[config.mk]
export PLATFORM = sky130hd
export DESIGN_NAME = quad_mux_arbiter
export DESIGN_NICKNAME = d
export VERILOG_FILES = /design/src/rtl/qmux_arb_pkg.sv /design/src/rtl/Mux2to1_4bit.sv /design/src/rtl/quad_mux_arbiter.sv
export SDC_FILE = /design/constraint.sdc
export NUM_CORES = 1
export LEC_CHECK = 0
export ABC_AREA = 1
export CORE_UTILIZATION = 26
export CTS_BUF_LIST = sky130_fd_sc_hd__clkbuf_2 sky130_fd_sc_hd__clkbuf_4 sky130_fd_sc_hd__clkbuf_8
export DETAILED_ROUTE_END_ITERATION = 10
export PLACE_DENSITY = 0.62
export SYNTH_ARGS = -nofsm -noshare
export SYNTH_HDL_FRONTEND = slang
export SYNTH_SLANG_ARGS = --single-unit
[constraint.sdc]
create_clock -name CLK -period 3.7 [get_ports CLK]
set_clock_uncertainty 0.15 [all_clocks]
set_input_delay 0.925 -clock CLK [delete_from_list [all_inputs] [get_ports CLK]]
set_output_delay 0.925 -clock CLK [all_outputs]
set_load 0.02 [all_outputs]
[src/rtl/qmux_arb_pkg.sv]
// Shared types and constants for the quad 2:1 mux arbiter.
// State encoding, owner identifiers (which double as mux select values)
// and the round-robin helper used by the arbiter FSM.
package qmux_arb_pkg;

  typedef enum logic [1:0] {
    IDLE  = 2'd0,
    OWN_A = 2'd1,
    OWN_B = 2'd2,
    GAP   = 2'd3
  } arb_state_t;

  // Owner identifiers; the value is also the S level that routes that owner to Y.
  localparam logic OWNER_A = 1'b0;
  localparam logic OWNER_B = 1'b1;

  // Round-robin: whoever did not own the bus last wins a contention.
  function automatic logic rr_winner(input logic last_owner);
    return ~last_owner;
  endfunction

endpackage

[src/rtl/Mux2to1_4bit.sv]
// Quad 2-to-1 multiplexer datapath with active-high disable.
// Y = E ? 4'b0000 : (S ? B : A).
module Mux2to1_4bit (
  input  logic [3:0] A,
  input  logic [3:0] B,
  input  logic       S,
  input  logic       E,
  output logic [3:0] Y
);

  // Disable forces the shared bus low; otherwise route the selected input.
  always_comb begin
    Y = 4'b0000;
    if (!E) begin
      Y = S ? B : A;
    end
  end

endmodule

[src/rtl/quad_mux_arbiter.sv]
// Two-requester round-robin arbiter driving a quad 2:1 mux onto a shared Y bus.
// A grant is held while the owner keeps requesting; every handover passes
// through one disabled GAP cycle (break-before-make). S and E come from
// registered state, Y is combinational from them and the live A/B data.
// Optional feature macro: QMUX_ARB_TIMEOUT_EN adds the hold counter that
// preempts an owner after HOLD_MAX cycles while the other side waits.
module quad_mux_arbiter #(
  parameter int HOLD_MAX = 8
) (
  input  logic       CLK,
  input  logic       RST,
  input  logic       REQ_A,
  input  logic       REQ_B,
  input  logic [3:0] A,
  input  logic [3:0] B,
  output logic       GNT_A,
  output logic       GNT_B,
  output logic       S,
  output logic       E,
  output logic [3:0] Y,
  output logic       BUSY
);

  import qmux_arb_pkg::*;

  if (HOLD_MAX < 1) begin : g_bad_hold_max
    $error("quad_mux_arbiter: HOLD_MAX must be at least 1");
  end

  arb_state_t state_reg, state_next;
  logic       last_reg, last_next;
  logic       s_reg, s_next;

  logic       winner;
  logic       own_req;
  logic       other_req;
  logic       hold_expired;
  logic       in_own;

  assign winner    = rr_winner(last_reg);
  assign in_own    = (state_reg == OWN_A) || (state_reg == OWN_B);
  // Request lines seen from the current owner's point of view.
  assign own_req   = (state_reg == OWN_B) ? REQ_B : REQ_A;
  assign other_req = (state_reg == OWN_B) ? REQ_A : REQ_B;

`ifdef QMUX_ARB_TIMEOUT_EN
  localparam int CW = $clog2(HOLD_MAX + 1);
  localparam logic [CW-1:0] CNT_MAX = CW'(HOLD_MAX - 1);

  logic [CW-1:0] cnt_reg, cnt_next;

  assign hold_expired = (cnt_reg == CNT_MAX);

  // Hold counter register.
  always_ff @(posedge CLK) begin
    if (RST) begin
      cnt_reg <= '0;
    end else begin
      cnt_reg <= cnt_next;
    end
  end

  // Count cycles spent in the same OWN state; zero on entry and outside OWN,
  // saturating so a lone owner can keep the bus indefinitely.
  always_comb begin
    cnt_next = '0;
    if (in_own && (state_next == state_reg)) begin
      cnt_next = hold_expired ? cnt_reg : cnt_reg + 1'b1;
    end
  end
`else
  assign hold_expired = 1'b0;
`endif

  // FSM, last-owner pointer and select register.
  always_ff @(posedge CLK) begin
    if (RST) begin
      state_reg <= IDLE;
      last_reg  <= OWNER_B;
      s_reg     <= OWNER_A;
    end else begin
      state_reg <= state_next;
      last_reg  <= last_next;
      s_reg     <= s_next;
    end
  end

  // Next-state logic; a grant sets the new state, LAST and S together.
  always_comb begin
    logic take;
    logic take_id;
    state_next = state_reg;
    last_next  = last_reg;
    s_next     = s_reg;
    take       = 1'b0;
    take_id    = OWNER_A;
    case (state_reg)
      IDLE: begin
        if (REQ_A && REQ_B) begin
          take    = 1'b1;
          take_id = winner;
        end else if (REQ_A) begin
          take    = 1'b1;
          take_id = OWNER_A;
        end else if (REQ_B) begin
          take    = 1'b1;
          take_id = OWNER_B;
        end
      end
      OWN_A, OWN_B: begin
        if (!own_req) begin
          state_next = other_req ? GAP : IDLE;
        end else if (other_req && hold_expired) begin
          state_next = GAP;
        end
      end
      GAP: begin
        if ((winner == OWNER_B) ? REQ_B : REQ_A) begin
          take    = 1'b1;
          take_id = winner;
        end else if ((last_reg == OWNER_B) ? REQ_B : REQ_A) begin
          take    = 1'b1;
          take_id = last_reg;
        end else begin
          state_next = IDLE;
        end
      end
      default: begin
        state_next = IDLE;
      end
    endcase
    if (take) begin
      state_next = (take_id == OWNER_B) ? OWN_B : OWN_A;
      last_next  = take_id;
      s_next     = take_id;
    end
  end

  assign GNT_A = (state_reg == OWN_A);
  assign GNT_B = (state_reg == OWN_B);
  assign E     = ~in_own;
  assign S     = s_reg;
  assign BUSY  = (state_reg != IDLE);

  Mux2to1_4bit u_mux (
    .A (A),
    .B (B),
    .S (S),
    .E (E),
    .Y (Y)
  );

endmodule

* Yosys cells after proc, flatten, opt, wreduce, memory -nomap -nowiden
Index checks and enable logic that the tools add are counted.
Storage, ports and cells: register bits 4, bits in latches 0, RAM bits 0, bits in read-only memories 0, bits of input ports 12, output and inout port bits 9, word-level logic and storage cells 42, memories 0
Cells by class: add/subtract/negate cells 0, multipliers 0, divide/modulo/power cells 0, order comparisons 0, equality and inequality tests 6, shift-type cells 0, mux-type cells 24, bitwise operators 2, reductions and logical operators 7
Operator list (number):
- $mux W1 | 13
- $mux W2 | 6
- $ne A3 B3 Y1 const B | 3
- $mux W4 | 2
- $eq A2 B2 Y1 const B | 2
- $pmux W1 S2 | 2
- $pmux W2 S2 | 1
- $reduce_and A4 Y1 | 1
- $reduce_bool A3 Y1 | 1
- $eq A2 B1 Y1 const B | 1
- $logic_not A2 Y1 | 1
- $not A1 Y1 | 2
- $reduce_bool A2 Y1 | 1
- $reduce_or A2 Y1 | 1
- $logic_and A1 B1 Y1 | 1
- $logic_or A1 B1 Y1 | 1

* Longest topological paths before layout
depth after elaboration 6, depth in mapped cells 10, depth with buffers taken out 10

* By module
Synthesis repeated with hierarchy kept, for this count alone.
Second synthesis, totals: cells, all modules 78, area, all modules 455.4 um^2
By module, submodules not included:
- quad_mux_arbiter | times used 1, cells each 56, area an instance 362.8 um^2, sequential area each 80.1 um^2
- Mux2to1_4bit | times used 1, cells each 22, area an instance 92.6 um^2, sequential area each 0.0 um^2

* Worst setup path after synthesis
OpenSTA, ideal clock, no wires.
path kind input -> output, start point in A[0], end point out Y[0], arrival time 1276 ps, required time 2625 ps, slack 1349 ps, stages 2, path buffers 0, cells stage by stage o21ai_0 -> nor2_1
On the way: longest elaborated chain between the ends 2
Ends and longest elaborated chain:
- from (decl) | RTL line quad_mux_arbiter.sv:14 | input logic [3:0] A,
- $mux W4 | RTL line Mux2to1_4bit.sv:15 | Y = S ? B : A;
- $mux W4 | RTL line Mux2to1_4bit.sv:14 | if (!E) begin
- to (decl) | RTL line quad_mux_arbiter.sv:20 | output logic [3:0] Y,
No other way between the ends.

* Worst setup path after layout
start point in A[3], end point out Y[3]
Same word-level chain as after synthesis.

==> reports/qor.yml <==
global_route:
  gr-total-overflow: 0
  grt_pass1_wl_um: 1760
  antenna_found_initial: 0
  grt_pass1_vias: 435
  grt.total_usage_pct: 13.2
  grt_max_degree: 8
final_layout:
  areaGrowthSynthToFinish_pct: 58.6
  final_net_count: 112
  fin_util_pct: 44.1
  fillers: 158
  antenna_cells: 0
  largest_reg_flops: 2
  drive_gt1_share_pct: 11.8
  final_cells: 109
route:
  drc: 0
  dr.pass1.iters: 4
  wl_per_cell_um: 8.90
  vias: 461
  drtIter0Drc: 9
  viasPerCell: 4.23
  drt_wl_total_um: 970
  drt.antenna.violating_nets: 0
yosys:
  synth.cell_area_um2: 414
  ys_types: 12
  synth_edf_count: 0
  synth_flop_cell: "dfxtp_1"
  synth_area_leader_cell: "dfxtp_1"
  ys_seq_area_share_pct: 19.3
  yosys_warnings: 0
  synth_seq_cells: 4
  ys_top_cells_by_count: "17 x nand2_1, 16 x nor2_1, 11 x inv_1"
  synth_cells: 70
  synth.area.top_cells: "dfxtp_1 19%, nand2_1 15%, ha_1 15%"
  yosysTopAreaCellShare_pct: 19.3
  synth_nets: 87
  avgSynthCellArea_um2: 5.92
  yosysMostFrequentCell: "nand2_1"
  async_flop_share_pct: 0
setup_path:
  startpoint_type: "input port"
  critical_path.max_fanout: 1
  cp.buffers_inverters: 2
  crit_slowest_cell: "clkdlybuf4s50_1"
  critPathTopFamily: "buffers and inverters"
  worstPathRequired_ps: 2620
  worstPathArrival_ps: 2160
  critPathMaxStageDelay_ps: 620
  critical_path.most_common_cell: "clkdlybuf4s50_1"
  end_kind: "output pin"
  path_cells: "clkdlybuf4s50_1, o21ai_0, nor2_1, clkdlybuf4s50_1"
  path_class: "in2out"
clock_network:
  cts.sinks: 4
  numCtsBuffers: 3
  cts_setup_buffers: 0
  clkTransAtPathRegs_ps: 40
  insertion_delay_ps: 230
  cts_resized: 0
  htreeDepth: 1
  cts-hold-fix-buffers: 0
  clk_path_buf_depth: 2
  cts_tree: "built"
  cts_root_buffer: "clkbuf_4"
die:
  start_util_pct: 27.8
  core_um2: 1490
  ios: 21
  die_h_um: 41.9
  die_w_um: 41.9
  rows: 14
  die-area_um2: 1760
sta:
  slew_viol_final: 0
  hold_violations: 0
  max_freq_mhz: 309
  whs_ps: 343
  tightest_slew_ps: 228
  finalCriticalPeriod_ps: 3240
  finalCritPeriodShare_pct: 87.5
  setup_viol: 0
  max_slew_margin_pct: 84.7
  tns_ps: 0
  rsz0062_at_grt: "no"
power_and_ir_drop:
  p_per_area_nw_per_um2: 769
  p_total_w: 0.000505
  power.leakage_nw: 0.327
  worst_ir_drop_vdd_v: 0.000460
placed_design:
  post-place-cells: 106
  post-dp-hpwl_um: 843
  gp_congestion: 0.733
  numPortBuffers: 20
run_status:
  status: "complete, no violations"
min_path:
  hp-class: "reg2reg"
job:
  drv_cap: 0
## stage by stage
step / setup WS [ps] / instance area (um^2)
after floorplan: 1350 / 414
after global placement: 460 / 634
after detailed placement: 442 / 634
after global routing: 379 / 657
final: 463 / 657
after CTS: 448 / 657
## worst min-delay path, cell delays in order, from the launching register on
cell and delay [ps]:
dfxtp_1 330, nand2_1 60, nand3_1 70
## where the power goes
group	total, W	internal [W]	switching (W)
clock	0.0000514	0.0000361	0.0000153
combinational	0.000380	0.000160	0.000220
sequential	0.0000737	0.0000593	0.0000145
total	0.000505	0.000256	0.000250
## cell type report
| cell class | count | area (um^2) | share of cell area, % |
|---|---|---|---|
| multi-input cells | 54 | 289 | 44.0 |
| repair buffers | 20 | 200 | 30.5 |
| flip-flops and latches | 4 | 80.1 | 12.2 |
| inverters | 12 | 45.0 | 6.86 |
| clock buffers | 3 | 22.5 | 3.43 |
| well taps | 16 | 20.0 | 3.05 |
## logic make-up (layout without fill, tap and decap cells)
logic type               Yosys count  in the layout  share of synthesized area (%)
adder cells (fa/ha/maj)            5              5                           15.1
AO/OA/AOI/OAI                      7              7                           9.06
buffers and inverters             12             35                           10.9
AND/OR/NAND/NOR                   42             42                           45.6
flip-flops                         4              4                           19.3
## layer usage
layer | up-vias | track usage, % | part of all wire [%] | wire [um]
li1 | 260 | - | - | -
met1 | 196 | 17.6 | 50 | 484
met2 | 5 | 18.8 | 49 | 473
met3 | 0 | 2.61 | 1.3 | 13
met4 | 0 | 9.68 | 0 | 0
met5 | - | 0 | 0 | 0
## path summary, 6_finish.rpt
| check | from | to | slack, ps | cells past startpoint |
|---|---|---|---|---|
| worst min-delay path | last_reg | last_reg | 340 | 2 |
| worst max register to register | state_reg[0] | state_reg[0] | 1970 | 8 |
| worst max-delay path | A[3] | Y[3] | 460 | 4 |
| worst min register to register | last_reg | last_reg | 340 | 2 |
## cells in the final DEF (no fill, tap or decap), drive strengths merged
cell type / instances
nand3: 3
clkdlybuf4s50: 20
inv: 12
a21oi: 1
ha: 5
o21ai: 5
nor2: 16
dfxtp: 4
clkbuf: 3
nand2: 23
o211ai: 1
Power figures use the tool's default switching activity.
==> edit 1 (same flow settings) <==
Re-encode `arb_state_t` (4 states) as one-hot, 4 bits wide.
--- a/src/rtl/qmux_arb_pkg.sv
+++ b/src/rtl/qmux_arb_pkg.sv
@@ -4,9 +4,9 @@
 package qmux_arb_pkg;
 
-  typedef enum logic [1:0] {
-    IDLE  = 2'd0,
-    OWN_A = 2'd1,
-    OWN_B = 2'd2,
-    GAP   = 2'd3
+  typedef enum logic [3:0] {
+    IDLE  = 4'b0001,
+    OWN_A = 4'b0010,
+    OWN_B = 4'b0100,
+    GAP   = 4'b1000
   } arb_state_t;
 
Behaviour: no difference found for any inputs over 10 cycles, from zero or initial values and one cycle with RST high; not proved beyond that.
==> edit 1 against the unedited design <==
- critical path type unchanged
- worst setup slack worse by 0.036 ns
- synthesized area decreased by 0.91%
- cell area is 0.76% lower
- sequential cell count is 2 higher
- wire length is 3.2% higher
- via count down 0.87%
Power is not compared: it rests on default switching activity, and its combinational part moved more than twofold at a synthesized area within 25%.
==> edit 1: results <==
[global_routing]
grt_pass1_wl_um = 1650
use_met2 = 0.172
grt_pass1_vias = 404
use_met1 = 0.166
grt_max_degree = 8
grtUsageMet3 = 0.0304
gr-usage-all-layers = 0.126

[placed_design]
numPlacedInstances = 98
dpl.hpwl_um = 847
dp_slack_ns = 0.436
gp_congestion = 0.733

[detailed_routing]
drt_iter0_drc = 10
wire_per_inst_um = 9.91
vias_per_cell = 4.52
top_layer = met4
route.met2.wl_um = 451
wl_met1_um = 497
wl_met3_um = 43

[synthesis]
synth_seq_cells = 6
yosys_warnings = 0
yosys-top-cells-area = dfxtp_1 (29%), nand2_1 (14%), inv_1 (10%)
synth_cell_type_count = 16
syn_inst = 63
synth-seq-area-share = 0.293
syn_nets = 75
yosys-top-cells-count = nand2_1 (15), inv_1 (11), a21oi_1 (7)

[finish]
multi_input_area_share = 0.376
clkCellAreaFrac = 0.0345
seq_share = 0.184
largest_register_ffs = 4
buffer_area_frac = 0.307
fillCellCount = 137
instances_no_fill = 101
multi_input_gates = 45

[timing]
worstMarginPinSlew_ns = 0.232

[setup_path]
critPathArrivalTime_ns = 2.20

[floorplanning]
nWellTaps = 15
start_util = 0.297

[outcome]
status = completed

[clocking]
cts_setup_buffers = 0
cts_resized = 0
[edit 1: cell count changes after synthesis, sizes merged, moves of 3 or more]
cell	unedited run	this run
a21oi	1	8
ha	5	0
nand2	23	20
nand3	3	8
nor2	16	3
o21ai	5	2
[edit 1: cell families after synthesis]
| group | synth area share |
|---|---|
| and+or+nand+nor | 0.466 |
| buffers and inverters | 0.110 |
| AOI/OAI and AO/OA | 0.131 |
| DFF | 0.293 |
[edit 1: worst paths after layout]
check | endpoint | start | cells past startpoint | slack [ns]
max reg2reg | state_reg[1]$_SDFFE_PP0P_ | state_reg[0]$_SDFFE_PP1P_ | 6 | 2.43
max | Y[1] | B[1] | 4 | 0.43
min | last_reg$_SDFFE_PP1P_ | last_reg$_SDFFE_PP1P_ | 2 | 0.33
min reg2reg | last_reg$_SDFFE_PP1P_ | last_reg$_SDFFE_PP1P_ | 2 | 0.33
[edit 1: per-stage QoR]
| step | power, mW | instance area, um^2 | hold WS, ns |
|---|---|---|---|
| 3_5_place_dp | 0.229 | 629 | 0.324 |
| 5_1_grt | 0.309 | 652 | 0.362 |
| 4_1_cts | 0.289 | 652 | 0.334 |
| 2_1_floorplan | 0.176 | 410 | 0.279 |
| 6_report | 0.285 | 652 | 0.332 |
| 3_3_place_gp | 0.229 | 629 | 0.310 |
[edit 1: critical path, cell delays in order]
cell	delay (ns)
clkdlybuf4s50_1	0.46
nand2_1	0.05
a21oi_1	0.15
clkdlybuf4s50_1	0.62
[edit 1: power by group]
part	switching [mW]	internal (mW)	total (mW)	leakage, nW
logic	0.0724	0.0616	0.134	0.231
clock network	0.0215	0.0365	0.0580	0.0138
registers	0.0154	0.0776	0.0930	0.0494
==> edit 2 (same settings) <==
Without the edit above. Build with the macro `QMUX_ARB_TIMEOUT_EN` defined.
--- a/src/rtl/quad_mux_arbiter.sv
+++ b/src/rtl/quad_mux_arbiter.sv
@@ -5,4 +5,6 @@
 // Optional feature macro: QMUX_ARB_TIMEOUT_EN adds the hold counter that
 // preempts an owner after HOLD_MAX cycles while the other side waits.
+`define QMUX_ARB_TIMEOUT_EN
+
 module quad_mux_arbiter #(
   parameter int HOLD_MAX = 8
Check against the original RTL: not equivalent (a bounded check fails within 10 cycles, from zero or initial values and one cycle with RST high).
==> edit 2 against the unedited design <==
- clock power rose by 28%
- worst setup slack lost 0.0061 ns
- sequential share of layout area grew 6.7 points
- non-clock buffer count unchanged
- critical path depth unchanged
- wire length rose by 38%
- total power rose by 24%
- synthesized cell count is 29% higher
- sequential cell count grew 4
- cell area grew 29%
- synthesized area rose by 43%
==> edit 2: results <==
[outcome]
status = completed

[power_and_ir_drop]
pwr-share-seq = 0.215
clkPwrFrac = 0.104
power.leakage_nw = 0.361

[detailed_routing]
wl_met3_um = 30
route.met2.wl_um = 600
top_layer = met4
wire_per_inst_um = 9.59
wl_met1_um = 705

[clocking]
clk-insertion-delay-late_ns = 0.25

[finish]
multi_input_area_share = 0.455
final_nets = 132
largest_register_ffs = 4
multi_input_gates = 70
clkCellAreaFrac = 0.0266
layout-drive-gt1-share = 0.115
fin_area_um2 = 847
fillCellCount = 224

[global_routing]
grtUsageMet3 = 0.00926
grt_pass1_vias = 564
use_met2 = 0.189

[setup_path]
rr_startpoint = state_reg[0]$_SDFF_PP0_

[synthesis]
syn_nets = 107
synth_seq_cells = 8
yosys-top-cells-count = nand2_1 (21), nor2_1 (12), inv_1 (10)
synth-compound-area-share = 0.119

[timing]
holdWs_ns = 0.352

[placed_design]
place_area_um2 = 825

[floorplanning]
fp.dieW_um = 49.7
-- edit 2: cell count changes in the layout (fill, tap and decap cells not counted), moves of 2 or more --
cell     before  now
nand3_2       0    2
nor3_1        0    4
a21oi_1       1    6
xnor2_1       0    2
nand2_1      17   21
dfxtp_1       4    8
o21ai_0       5    7
nand3_1       2    4
nand2_2       6    3
nor2_1       16   12
-- edit 2: critical path, delay by kind of cell --
family                 cells  cell delay (ns)
and+or+nand+nor            1             0.10
buffers and inverters      2             1.07
AOI/OAI and AO/OA          1             0.08
-- edit 2: worst max path at each step --
stage               startpoint    to  slack (ns)  cells after the start
global placement          A[0]  Y[0]        0.44                      4
floorplan                 A[0]  Y[0]        1.35                      2
finish                    A[0]  Y[0]        0.46                      4
CTS                       A[0]  Y[0]        0.45                      4
global route              A[2]  Y[2]        0.40                      4
detailed placement        A[0]  Y[0]        0.44                      4
